### config.mk
export PLATFORM = sky130hd
export DESIGN_NAME = time_scan_display
export DESIGN_NICKNAME = d
export VERILOG_FILES = /design/src/rtl/time_disp_pkg.sv /design/src/rtl/seg7_decode.sv /design/src/rtl/time_scan_display.sv
export SDC_FILE = /design/constraint.sdc
export NUM_CORES = 1
export LEC_CHECK = 0
export ABC_AREA = 1
export CORE_MARGIN = 2
export CORE_UTILIZATION = 40
export CTS_CLUSTER_DIAMETER = 30
export DETAILED_ROUTE_END_ITERATION = 8
export GPL_TIMING_DRIVEN = 0
export SYNTH_ARGS = -nofsm -noshare
export SYNTH_HDL_FRONTEND = slang
export SYNTH_SLANG_ARGS = --single-unit
export TNS_END_PERCENT = 5
### constraint.sdc
create_clock -name clkin -period 3.03 [get_ports clkin]
set_clock_uncertainty 0.2 [all_clocks]
set_input_delay 0.4545 -clock clkin [delete_from_list [all_inputs] [get_ports clkin]]
set_output_delay 0.4545 -clock clkin [all_outputs]
set_load 0.02 [all_outputs]
### src/rtl/time_disp_pkg.sv
// time_disp_pkg: shared constants for the clock display path
// (segment codes, digit slot indices, blink field encodings).
`default_nettype none

package time_disp_pkg;

  // Active-low segment codes, bit order {g,f,e,d,c,b,a}
  localparam logic [6:0] SEG_0     = 7'h40;
  localparam logic [6:0] SEG_1     = 7'h79;
  localparam logic [6:0] SEG_2     = 7'h24;
  localparam logic [6:0] SEG_3     = 7'h30;
  localparam logic [6:0] SEG_4     = 7'h19;
  localparam logic [6:0] SEG_5     = 7'h12;
  localparam logic [6:0] SEG_6     = 7'h02;
  localparam logic [6:0] SEG_7     = 7'h78;
  localparam logic [6:0] SEG_8     = 7'h00;
  localparam logic [6:0] SEG_9     = 7'h10;
  localparam logic [6:0] SEG_BLANK = 7'h7F;
  localparam logic [6:0] SEG_DASH  = 7'h3F;

  localparam logic [2:0] DIG_HH = 3'd0;
  localparam logic [2:0] DIG_HL = 3'd1;
  localparam logic [2:0] DIG_MH = 3'd2;
  localparam logic [2:0] DIG_ML = 3'd3;
  localparam logic [2:0] DIG_SH = 3'd4;
  localparam logic [2:0] DIG_SL = 3'd5;

  typedef enum logic [1:0] {
    BLINK_NONE = 2'd0,
    BLINK_HOUR = 2'd1,
    BLINK_MIN  = 2'd2,
    BLINK_SEC  = 2'd3
  } blink_sel_t;

  // Which blink field a digit slot belongs to
  function automatic blink_sel_t field_of(input logic [2:0] idx);
    case (idx)
      DIG_HH, DIG_HL: field_of = BLINK_HOUR;
      DIG_MH, DIG_ML: field_of = BLINK_MIN;
      DIG_SH, DIG_SL: field_of = BLINK_SEC;
      default:        field_of = BLINK_NONE;
    endcase
  endfunction

endpackage

`default_nettype wire

### src/rtl/seg7_decode.sv
// seg7_decode: 4-bit BCD to active-low seven-segment code; values above 9
// render as a dash.
`default_nettype none

module seg7_decode
  import time_disp_pkg::*;
(
  input  logic [3:0] bcd,
  output logic [6:0] seg
);

  always_comb begin
    seg = SEG_DASH;
    case (bcd)
      4'd0:    seg = SEG_0;
      4'd1:    seg = SEG_1;
      4'd2:    seg = SEG_2;
      4'd3:    seg = SEG_3;
      4'd4:    seg = SEG_4;
      4'd5:    seg = SEG_5;
      4'd6:    seg = SEG_6;
      4'd7:    seg = SEG_7;
      4'd8:    seg = SEG_8;
      4'd9:    seg = SEG_9;
      default: seg = SEG_DASH;
    endcase
  end

endmodule

`default_nettype wire

### src/rtl/time_scan_display.sv
// time_scan_display: six-digit multiplexed seven-segment scanner with
// frame snapshot, leading-zero blanking, field blink and flashing separator.
`default_nettype none

module time_scan_display
  import time_disp_pkg::*;
#(
  parameter int SCAN_DIV     = 5000,
  parameter int BLINK_FRAMES = 64
) (
  input  logic       clkin,
  input  logic       rst,
  input  logic [3:0] hour_high,
  input  logic [3:0] hour_low,
  input  logic [3:0] min_high,
  input  logic [3:0] min_low,
  input  logic [3:0] sec_high,
  input  logic [3:0] sec_low,
  input  logic [1:0] blink_sel,
  input  logic       lz_blank,
  output logic [6:0] seg,
  output logic       dp,
  output logic [5:0] dig,
  output logic       frame
);

  localparam int PW = $clog2(SCAN_DIV);
  localparam int FW = (BLINK_FRAMES > 1) ? $clog2(BLINK_FRAMES) : 1;
  localparam logic [PW-1:0] PRE_LAST = PW'(SCAN_DIV - 1);
  localparam logic [FW-1:0] FR_LAST  = FW'(BLINK_FRAMES - 1);

  logic [PW-1:0] pre;
  logic [2:0]    idx;
  logic [FW-1:0] fcnt;
  logic          phase;
  logic [3:0]    snap_hh, snap_hl, snap_mh, snap_ml, snap_sh, snap_sl;

  logic          pre_wrap;
  logic          frame_evt;
  logic          ghost;
  logic          blink_hit;
  logic          lz_hit;
  logic [3:0]    cur_digit;
  logic [6:0]    dec_seg;
  logic [6:0]    seg_nxt;
  logic          dp_nxt;
  logic [5:0]    dig_nxt;

  assign pre_wrap  = (pre == PRE_LAST);
  assign frame_evt = pre_wrap && (idx == DIG_SL);

  always_comb begin
    cur_digit = 4'd0;
    case (idx)
      DIG_HH:  cur_digit = snap_hh;
      DIG_HL:  cur_digit = snap_hl;
      DIG_MH:  cur_digit = snap_mh;
      DIG_ML:  cur_digit = snap_ml;
      DIG_SH:  cur_digit = snap_sh;
      DIG_SL:  cur_digit = snap_sl;
      default: cur_digit = 4'd0;
    endcase
  end

  seg7_decode u_dec (
    .bcd (cur_digit),
    .seg (dec_seg)
  );

  // The first cycle of every slot drives nothing so the previous digit's
  // segments never bleed onto the newly enabled digit.
  always_comb begin
    ghost     = (pre == '0);
    blink_hit = phase && (blink_sel != BLINK_NONE) && (blink_sel == field_of(idx));
    lz_hit    = (idx == DIG_HH) && lz_blank && (snap_hh == 4'd0);

    seg_nxt = SEG_BLANK;
    dp_nxt  = 1'b1;
    dig_nxt = 6'h3F;
    if (!ghost) begin
      dig_nxt = 6'h3F & ~(6'b000001 << idx);
      if (blink_hit || lz_hit) begin
        seg_nxt = SEG_BLANK;
      end else begin
        seg_nxt = dec_seg;
      end
      if (!phase && ((idx == DIG_HL) || (idx == DIG_ML))) begin
        dp_nxt = 1'b0;
      end
    end
  end

  always_ff @(posedge clkin) begin
    if (rst) begin
      pre     <= '0;
      idx     <= DIG_HH;
      fcnt    <= '0;
      phase   <= 1'b0;
      snap_hh <= 4'd0;
      snap_hl <= 4'd0;
      snap_mh <= 4'd0;
      snap_ml <= 4'd0;
      snap_sh <= 4'd0;
      snap_sl <= 4'd0;
      seg     <= SEG_BLANK;
      dp      <= 1'b1;
      dig     <= 6'h3F;
      frame   <= 1'b0;
    end else begin
      pre <= pre_wrap ? '0 : pre + PW'(1);
      if (pre_wrap) begin
        idx <= (idx == DIG_SL) ? DIG_HH : idx + 3'd1;
      end
      if (frame_evt) begin
        snap_hh <= hour_high;
        snap_hl <= hour_low;
        snap_mh <= min_high;
        snap_ml <= min_low;
        snap_sh <= sec_high;
        snap_sl <= sec_low;
        if (fcnt == FR_LAST) begin
          fcnt  <= '0;
          phase <= ~phase;
        end else begin
          fcnt <= fcnt + FW'(1);
        end
      end
      seg   <= seg_nxt;
      dp    <= dp_nxt;
      dig   <= dig_nxt;
      frame <= frame_evt;
    end
  end

endmodule

`default_nettype wire

==> flow_summary_export.csv, run 1 <==
group,metric,value,unit
global_routing,grt-ovfl-total,0,
synth,synth_compound_area_share,10.2,%
clocking,cts_root_buf,"clkbuf_8",
pwr,comb_power_share,5.9,%
min_path,hold_depth,2,
routing,drc_errors,0,
placement,gp_congestion,0.853,
routing,drt_iter0_markers,117,
min_path,hp-class,"primary input to register",
die,die_area,8340,um^2
die,rows,31,
global_routing,grt_pass1_vias,2543,
timing,maxSlewViolCount,0,
clocking,post_cts.repair.setup_buffers,0,
setup_path,crit_path_max_fanout,11,
routing,dr.pass1.iters,4,
pwr,p_sw_share,21.8,%
synth,synth-xor-area-share,1.44,%
global_routing,grt_max_degree,12,
clocking,cts.sinks,62,
die,start_util,41.6,%
layout,area_growth,24.4,%
die,die_width,91.3,um
setup_path,crit_buf_inv,3,
pwr,p_leak,1.63,nW
pwr,pwr-share-clk,44.2,%
setup_path,cp_common_cell,"nand2_1",
clocking,hold_buffers,0,
global_routing,grt_usage,17.5,%
synth,synthMuxAreaShare,0,%
global_routing,antenna_found_initial,0,
layout,final_nets,497,
timing,rsz0062_at_grt,"no",
synth,synth.avg_cell_area,7.57,um^2
synth,yosys_register_bits,62,
synth,syn_inst,403,
routing,route.detailed.wl_per_inst,12.2,um
setup_path,r2r_end,"seg[3]$_SDFF_PP1_",
timing,finalHoldViolations,0,
routing,wirelength,6830,um
synth,syn-num-nets,444,
setup_path,slowest_delay,0.45,ns
die,core_area,7330,um^2
setup_path,reg2reg_from,"idx[2]$_SDFFE_PP0N_",
layout,antenna_cells,0,
layout,final_cells,560,
setup_path,crit_chain,"inv_2 > buf_6 > ha_1 > nand2_1 > nand2_1 > nor2_1 > nand2_1 > nand2_1 > inv_1 > ha_1 > nand3b_1 > nand3_1 > nand2_1",
clocking,ctsResizeCount,0,
timing,relSlewSlack,67.6,%
synth,yosysWarnings,0,
layout,drive_gt1_share,11.5,%
setup_path,cp.required,3.06,ns
min_path,min_to,"frame$_SDFF_PP0_",
synth,synth-edff-count,0,
placement,hpwl,4920,um
global_routing,grt_pass1_wl,11800,um
timing,period_minus_slack,2.48,ns
setup_path,cp_top_family,"simple AND/OR/NAND/NOR gates",
pwr,switching_power,0.000362,W
clocking,cts_tree,"built",
die,io_pins,44,
clocking,clk_latency,0.33,ns
timing,setup_violations,0,
timing,fmax,403,MHz
layout,fin_util,51.8,%
setup_path,cp-startpoint,"idx[2]$_SDFFE_PP0N_",
routing,viasPerCell,4.77,
pwr,p_int,0.00130,W
setup_path,crit_arrival,2.51,ns
flow_run,max_cap_viol_count,0,
clocking,htreeDepth,3,
pwr,p_per_area,438,nW/um^2
synth,synth-main-ff-cell,"dfxtp_1",
clocking,clock_path_buffers,2,
synth,synth_top_family_by_area,"simple AND/OR/NAND/NOR gates",
synth,synth_cell_types,44,
clocking,clk_pin_slew_worst_paths,0.07,ns
pwr,seq_power_share,49.9,%
global_routing,use_met2,29.1,%
routing,ant_nets,0,
pwr,ir_drop,0.354,mV
min_path,min_from,"rst",
setup_path,cp-end-kind,"register",
global_routing,use_met1,22.8,%
timing,layout_setup_ws,0.547,ns
timing,tightestPinTransition,0.485,ns
routing,dr_total_vias,2669,
placement,dp.cells,544,
status,status,"complete, no violations",
synth,synth-simple-area-share,35.0,%
setup_path,path_class,"register to register",
setup_path,r2r_cells,13,
setup_path,start_kind,"register",
timing,tns,0,ns
synth,synthAdderAreaFrac,4.92,%
pwr,fin_total_pwr,0.00166,W
setup_path,slowest_stage,"dfxtp_1",
global_routing,use_met3,3.90,%
placement,numPortBuffers,42,
setup_path,r2r_slack,0.55,ns
placement,pre_cts_ws,0.516,ns
die,die_h,91.3,um
synth,seq_area_frac_synth,40.7,%
synth,async_reset_ff_share,0,%
timing,fin_crit_sh,81.9,%
synth,synth.cell_area,3050,um^2
global_routing,top_usage_layer,"met2",
clocking,numCtsBuffers,9,
layout,n_fill_cell,720,
[placed cells by master (no fill, tap or decap), types with 2 or more instances in the layout]
cell type / count
a21oi_1: 17
nand2_2: 3
nand4_1: 17
clkdlybuf4s50_1: 42
buf_8: 2
nand3_1: 24
inv_2: 6
xnor2_1: 2
buf_4: 2
nor2_4: 3
nor3_4: 2
dfxtp_1: 62
ha_1: 12
buf_6: 4
buf_2: 3
clkbuf_8: 11
nand3b_1: 6
o21ai_1: 20
xor2_1: 3
inv_1: 24
nor2_2: 2
o21bai_1: 2
nand2_1: 72
nor2_1: 80
clkbuf_1: 2
o21a_1: 2
o21ai_0: 9
nor3_2: 2
nor3_1: 2
clkinv_2: 3
nand3_2: 3
[per-stage QoR]
| step | area [um^2] | hold WS, ns |
|---|---|---|
| 2_1_floorplan | 3050 | 0.241 |
| 3_3_place_gp | 3590 | 0.260 |
| 3_5_place_dp | 3590 | 0.266 |
| 4_1_cts | 3790 | 0.238 |
| 5_1_grt | 3790 | 0.248 |
| 6_report | 3790 | 0.239 |
[logic make-up (layout without fill, tap and decap cells)]
logic type      Yosys count  count (layout)
compound gates           57              57
xor+xnor                  5               5
fa+ha+maj                12              12
buf+inv                  45             103
flops                    62              62
simple gates            222             222
[worst register-to-register path: stages, from the launching register on]
cell and delay (ns):
dfxtp_1 0.45, inv_2 0.07, buf_6 0.15, ha_1 0.29, nand2_1 0.11, nand2_1 0.05
nor2_1 0.13, nand2_1 0.09, nand2_1 0.15, inv_1 0.09, ha_1 0.29, nand3b_1 0.17
nand3_1 0.09, nand2_1 0.05
[registers in the layout, summed over array words and instances, names as in the netlist]
signal / count
snap_sh: 4
fcnt: 6
phase: 1
snap_ml: 4
snap_hl: 4
pre: 13
dig: 6
snap_sl: 4
seg: 7
dp: 1
idx: 3
snap_hh: 4
frame: 1
snap_mh: 4
[worst max path at each step]
stage                             end  slack (ns)  depth (start not counted)
floorplan           seg[3]$_SDFF_PP1_        0.87                         13
global placement    seg[3]$_SDFF_PP1_        0.52                         13
detailed placement  seg[3]$_SDFF_PP1_        0.52                         13
CTS                 seg[3]$_SDFF_PP1_        0.52                         13
global route        seg[3]$_SDFF_PP1_        0.31                         13
finish              seg[3]$_SDFF_PP1_        0.55                         13
[layout make-up]
type | count | area, um^2 | area share [%]
multi-input cells | 296 | 1570 | 41.5
plain buffers | 13 | 113 | 2.97
well taps | 99 | 124 | 3.26
flip-flops and latches | 62 | 1240 | 32.7
inverters | 32 | 123 | 3.23
repair buffers | 42 | 420 | 11.1
clock inverters | 4 | 45.0 | 1.19
clock buffers | 12 | 155 | 4.09
[routing by layer]
metal / vias to the layer above / share of wire, % / routed length, um
met3: 9 / 4.1 / 280
met4: 0 / 1.1 / 77
met5: - / 0 / 0
li1: 1433 / - / -
met1: 1182 / 49 / 3380
met2: 45 / 45 / 3100
[power by group through the flow]
stage	logic [W]	clock network, W	registers (W)
3_3_place_gp	0.0000982	0	0.000848
5_1_grt	0.000107	0.000787	0.000831
6_report	0.0000981	0.000735	0.000830
2_1_floorplan	0.0000316	0	0.000856
4_1_cts	0.0000992	0.000749	0.000830
3_5_place_dp	0.0000984	0	0.000849
[cells in the mapped netlist, drive strengths merged, types with 2 or more instances]
master	instances	area (um^2)
nor2	86	367
nand2	76	300
dfxtp	62	1240
inv	31	119
o21ai	29	145
nand3	28	168
a21oi	18	93.8
nand4	17	106
buf	12	109
ha	12	150
nand3b	6	45.0
nor3	6	62.6
xor2	3	26.3
a21boi	2	15.0
o21a	2	15.0
o21bai	2	15.0
xnor2	2	17.5
No activity file was read; power rests on OpenSTA's default activity.
==> run 2, diff against run 1 <==
Clock period 3.03 ns to 2.5 ns, I/O delays scaled along.
==> flow_summary_export.csv, run 2 (synthesis gave the netlist of run 1 again) <==
group,metric,value,unit
status,status,"complete, no violations",
clocking,htreeDepth,3,
setup_path,cp.required,2.53,ns
setup_path,crit_buf_inv,3,
clocking,cts.sinks,62,
clocking,clk_latency,0.33,ns
layout,final_nets,497,
layout,area_growth,24.6,%
routing,dr.pass1.iters,4,
clocking,cts_root_buf,"clkbuf_8",
layout,multi_input_area,1580,um^2
layout,seqCellArea,1240,um^2
setup_path,cp-startpoint,"idx[2]$_SDFFE_PP0N_",
setup_path,r2r_slack,0.21,ns
layout,largest_reg_flops,13,
min_path,min_to,"frame$_SDFF_PP0_",
timing,maxSlewViolCount,0,
global_routing,antenna_found_initial,0,
setup_path,cp_common_cell,"nand2_1",
timing,finalHoldViolations,0,
global_routing,grt_usage,17.5,%
placement,gp_congestion,0.853,
routing,ant_nets,0,
global_routing,grt_max_degree,12,
setup_path,r2r_end,"seg[3]$_SDFF_PP1_",
timing,fmax,437,MHz
die,core_area,7330,um^2
placement,hpwl,4920,um
die,rows,31,
min_path,hp-class,"primary input to register",
routing,dr_total_vias,2670,
setup_path,slowest_stage,"dfxtp_2",
routing,drc_errors,0,
layout,reg_top3,"pre x13, seg x7",
pwr,p_per_area,530,nW/um^2
global_routing,grt_pass1_wl,11800,um
routing,wirelength,6840,um
setup_path,reg2reg_from,"idx[2]$_SDFFE_PP0N_",
layout,layout_common_cells,"nor2_1, nand2_1, dfxtp_1",
setup_path,r2r_cells,13,
layout,regMostFlops,"pre",
routing,drt_iter0_markers,120,
clocking,post_cts.repair.setup_buffers,0,
timing,relSlewSlack,67.9,%
clocking,clock_path_buffers,2,
timing,tightestPinTransition,0.481,ns
setup_path,slowest_delay,0.39,ns
routing,viasPerCell,4.77,
die,io_pins,44,
setup_path,crit_chain,"inv_2 > buf_6 > ha_2 > nand2_1 > nand2_1 > nor2_1 > nand2_1 > nand2_2 > inv_1 > ha_1 > nand3b_1 > nand3_1 > nand2_1",
clocking,numCtsBuffers,9,
die,die_area,8340,um^2
pwr,fin_total_pwr,0.00201,W
pwr,ir_drop,0.428,mV
min_path,min_from,"rst",
placement,numPortBuffers,42,
setup_path,crit_arrival,2.32,ns
clocking,cts_tree,"built",
routing,route.detailed.wl_per_inst,12.2,um
timing,period_minus_slack,2.29,ns
clocking,clk_pin_slew_worst_paths,0.07,ns
timing,setup_violations,0,
timing,fin_crit_sh,91.5,%
timing,rsz0062_at_grt,"no",
setup_path,path_class,"register to register",
die,die_h,91.3,um
flow_run,max_cap_viol_count,0,
min_path,hold_depth,2,
setup_path,cp_top_family,"simple AND/OR/NAND/NOR gates",
pwr,p_leak,1.63,nW
die,start_util,41.6,%
setup_path,crit_path_max_fanout,11,
layout,antenna_cells,0,
timing,tns,0,ns
layout,final_common_cell,"nor2_1",
setup_path,start_kind,"register",
die,die_width,91.3,um
setup_path,cp-end-kind,"register",
global_routing,grt-ovfl-total,0,
layout,drive_gt1_share,12.1,%
global_routing,grt_pass1_vias,2543,
layout,n_fill_cell,717,
-- run 2: cell counts in the layout (fill, tap and decap cells not counted) --
No cell type changed its count.
-- run 2: worst max-delay path by stage --
stage,end,slack (ns),cells past startpoint
after CTS,seg[3]$_SDFF_PP1_,0.07,13
after detailed placement,seg[3]$_SDFF_PP1_,-0.01,13
after global placement,seg[3]$_SDFF_PP1_,-0.005,13
after floorplan,seg[3]$_SDFF_PP1_,0.34,13
after global routing,seg[3]$_SDFF_PP1_,0.02,13
final,seg[3]$_SDFF_PP1_,0.21,13
-- run 2: final cells by class --
| type | instances | share of cell area [%] |
|---|---|---|
| multi-input combinational | 296 | 41.5 |
| sequential | 62 | 32.7 |
| timing repair buffer | 42 | 11.1 |
| clock buffer | 12 | 4.08 |
| tap | 99 | 3.26 |
| inverter | 32 | 3.23 |
| buffer | 13 | 2.96 |
| clock inverter | 4 | 1.18 |
-- run 2: worst reg2reg max path: stages, from the launching register on --
cell,delay (ns)
dfxtp_2,0.39
inv_2,0.06
buf_6,0.14
ha_2,0.23
nand2_1,0.09
nand2_1,0.05
nor2_1,0.13
nand2_1,0.10
nand2_2,0.11
inv_1,0.08
ha_1,0.28
nand3b_1,0.18
nand3_1,0.10
nand2_1,0.05
-- run 2: through the flow --
step / util, % / hold WS (ns) / cell area, um^2 / instances / setup slack [ns]
floorplan: - / 0.241 / 3050 / 403 / 0.337
global placement: 49.0 / 0.260 / 3590 / 544 / -0.00524
detailed placement: 49.0 / 0.266 / 3590 / 544 / -0.0137
CTS: 51.8 / 0.159 / 3800 / 560 / 0.0715
global route: 51.9 / 0.168 / 3800 / 560 / 0.0188
finish: 51.9 / 0.160 / 3800 / 560 / 0.212
-- run 2: power breakdown --
| group | total (W) | internal (W) | switching, W |
|---|---|---|---|
| sequential | 0.00101 | 0.000999 | 0.00000647 |
| clock | 0.000889 | 0.000510 | 0.000379 |
| combinational | 0.000119 | 0.0000662 | 0.0000527 |
-- run 2: routing by layer --
metal | wire [um] | global-route usage [%] | up-vias
met5 | 0 | 0 | -
met4 | 77 | 5.30 | 0
li1 | - | - | 1435
met3 | 279 | 3.90 | 9
met1 | 3390 | 22.8 | 1183
met2 | 3100 | 29.1 | 43
-- run 2: timing repair --
item / CTS / global route
gates resized for setup: 1 / 2
hold buffers: 0 / 0
endpoints found under the setup margin: 1 / 5
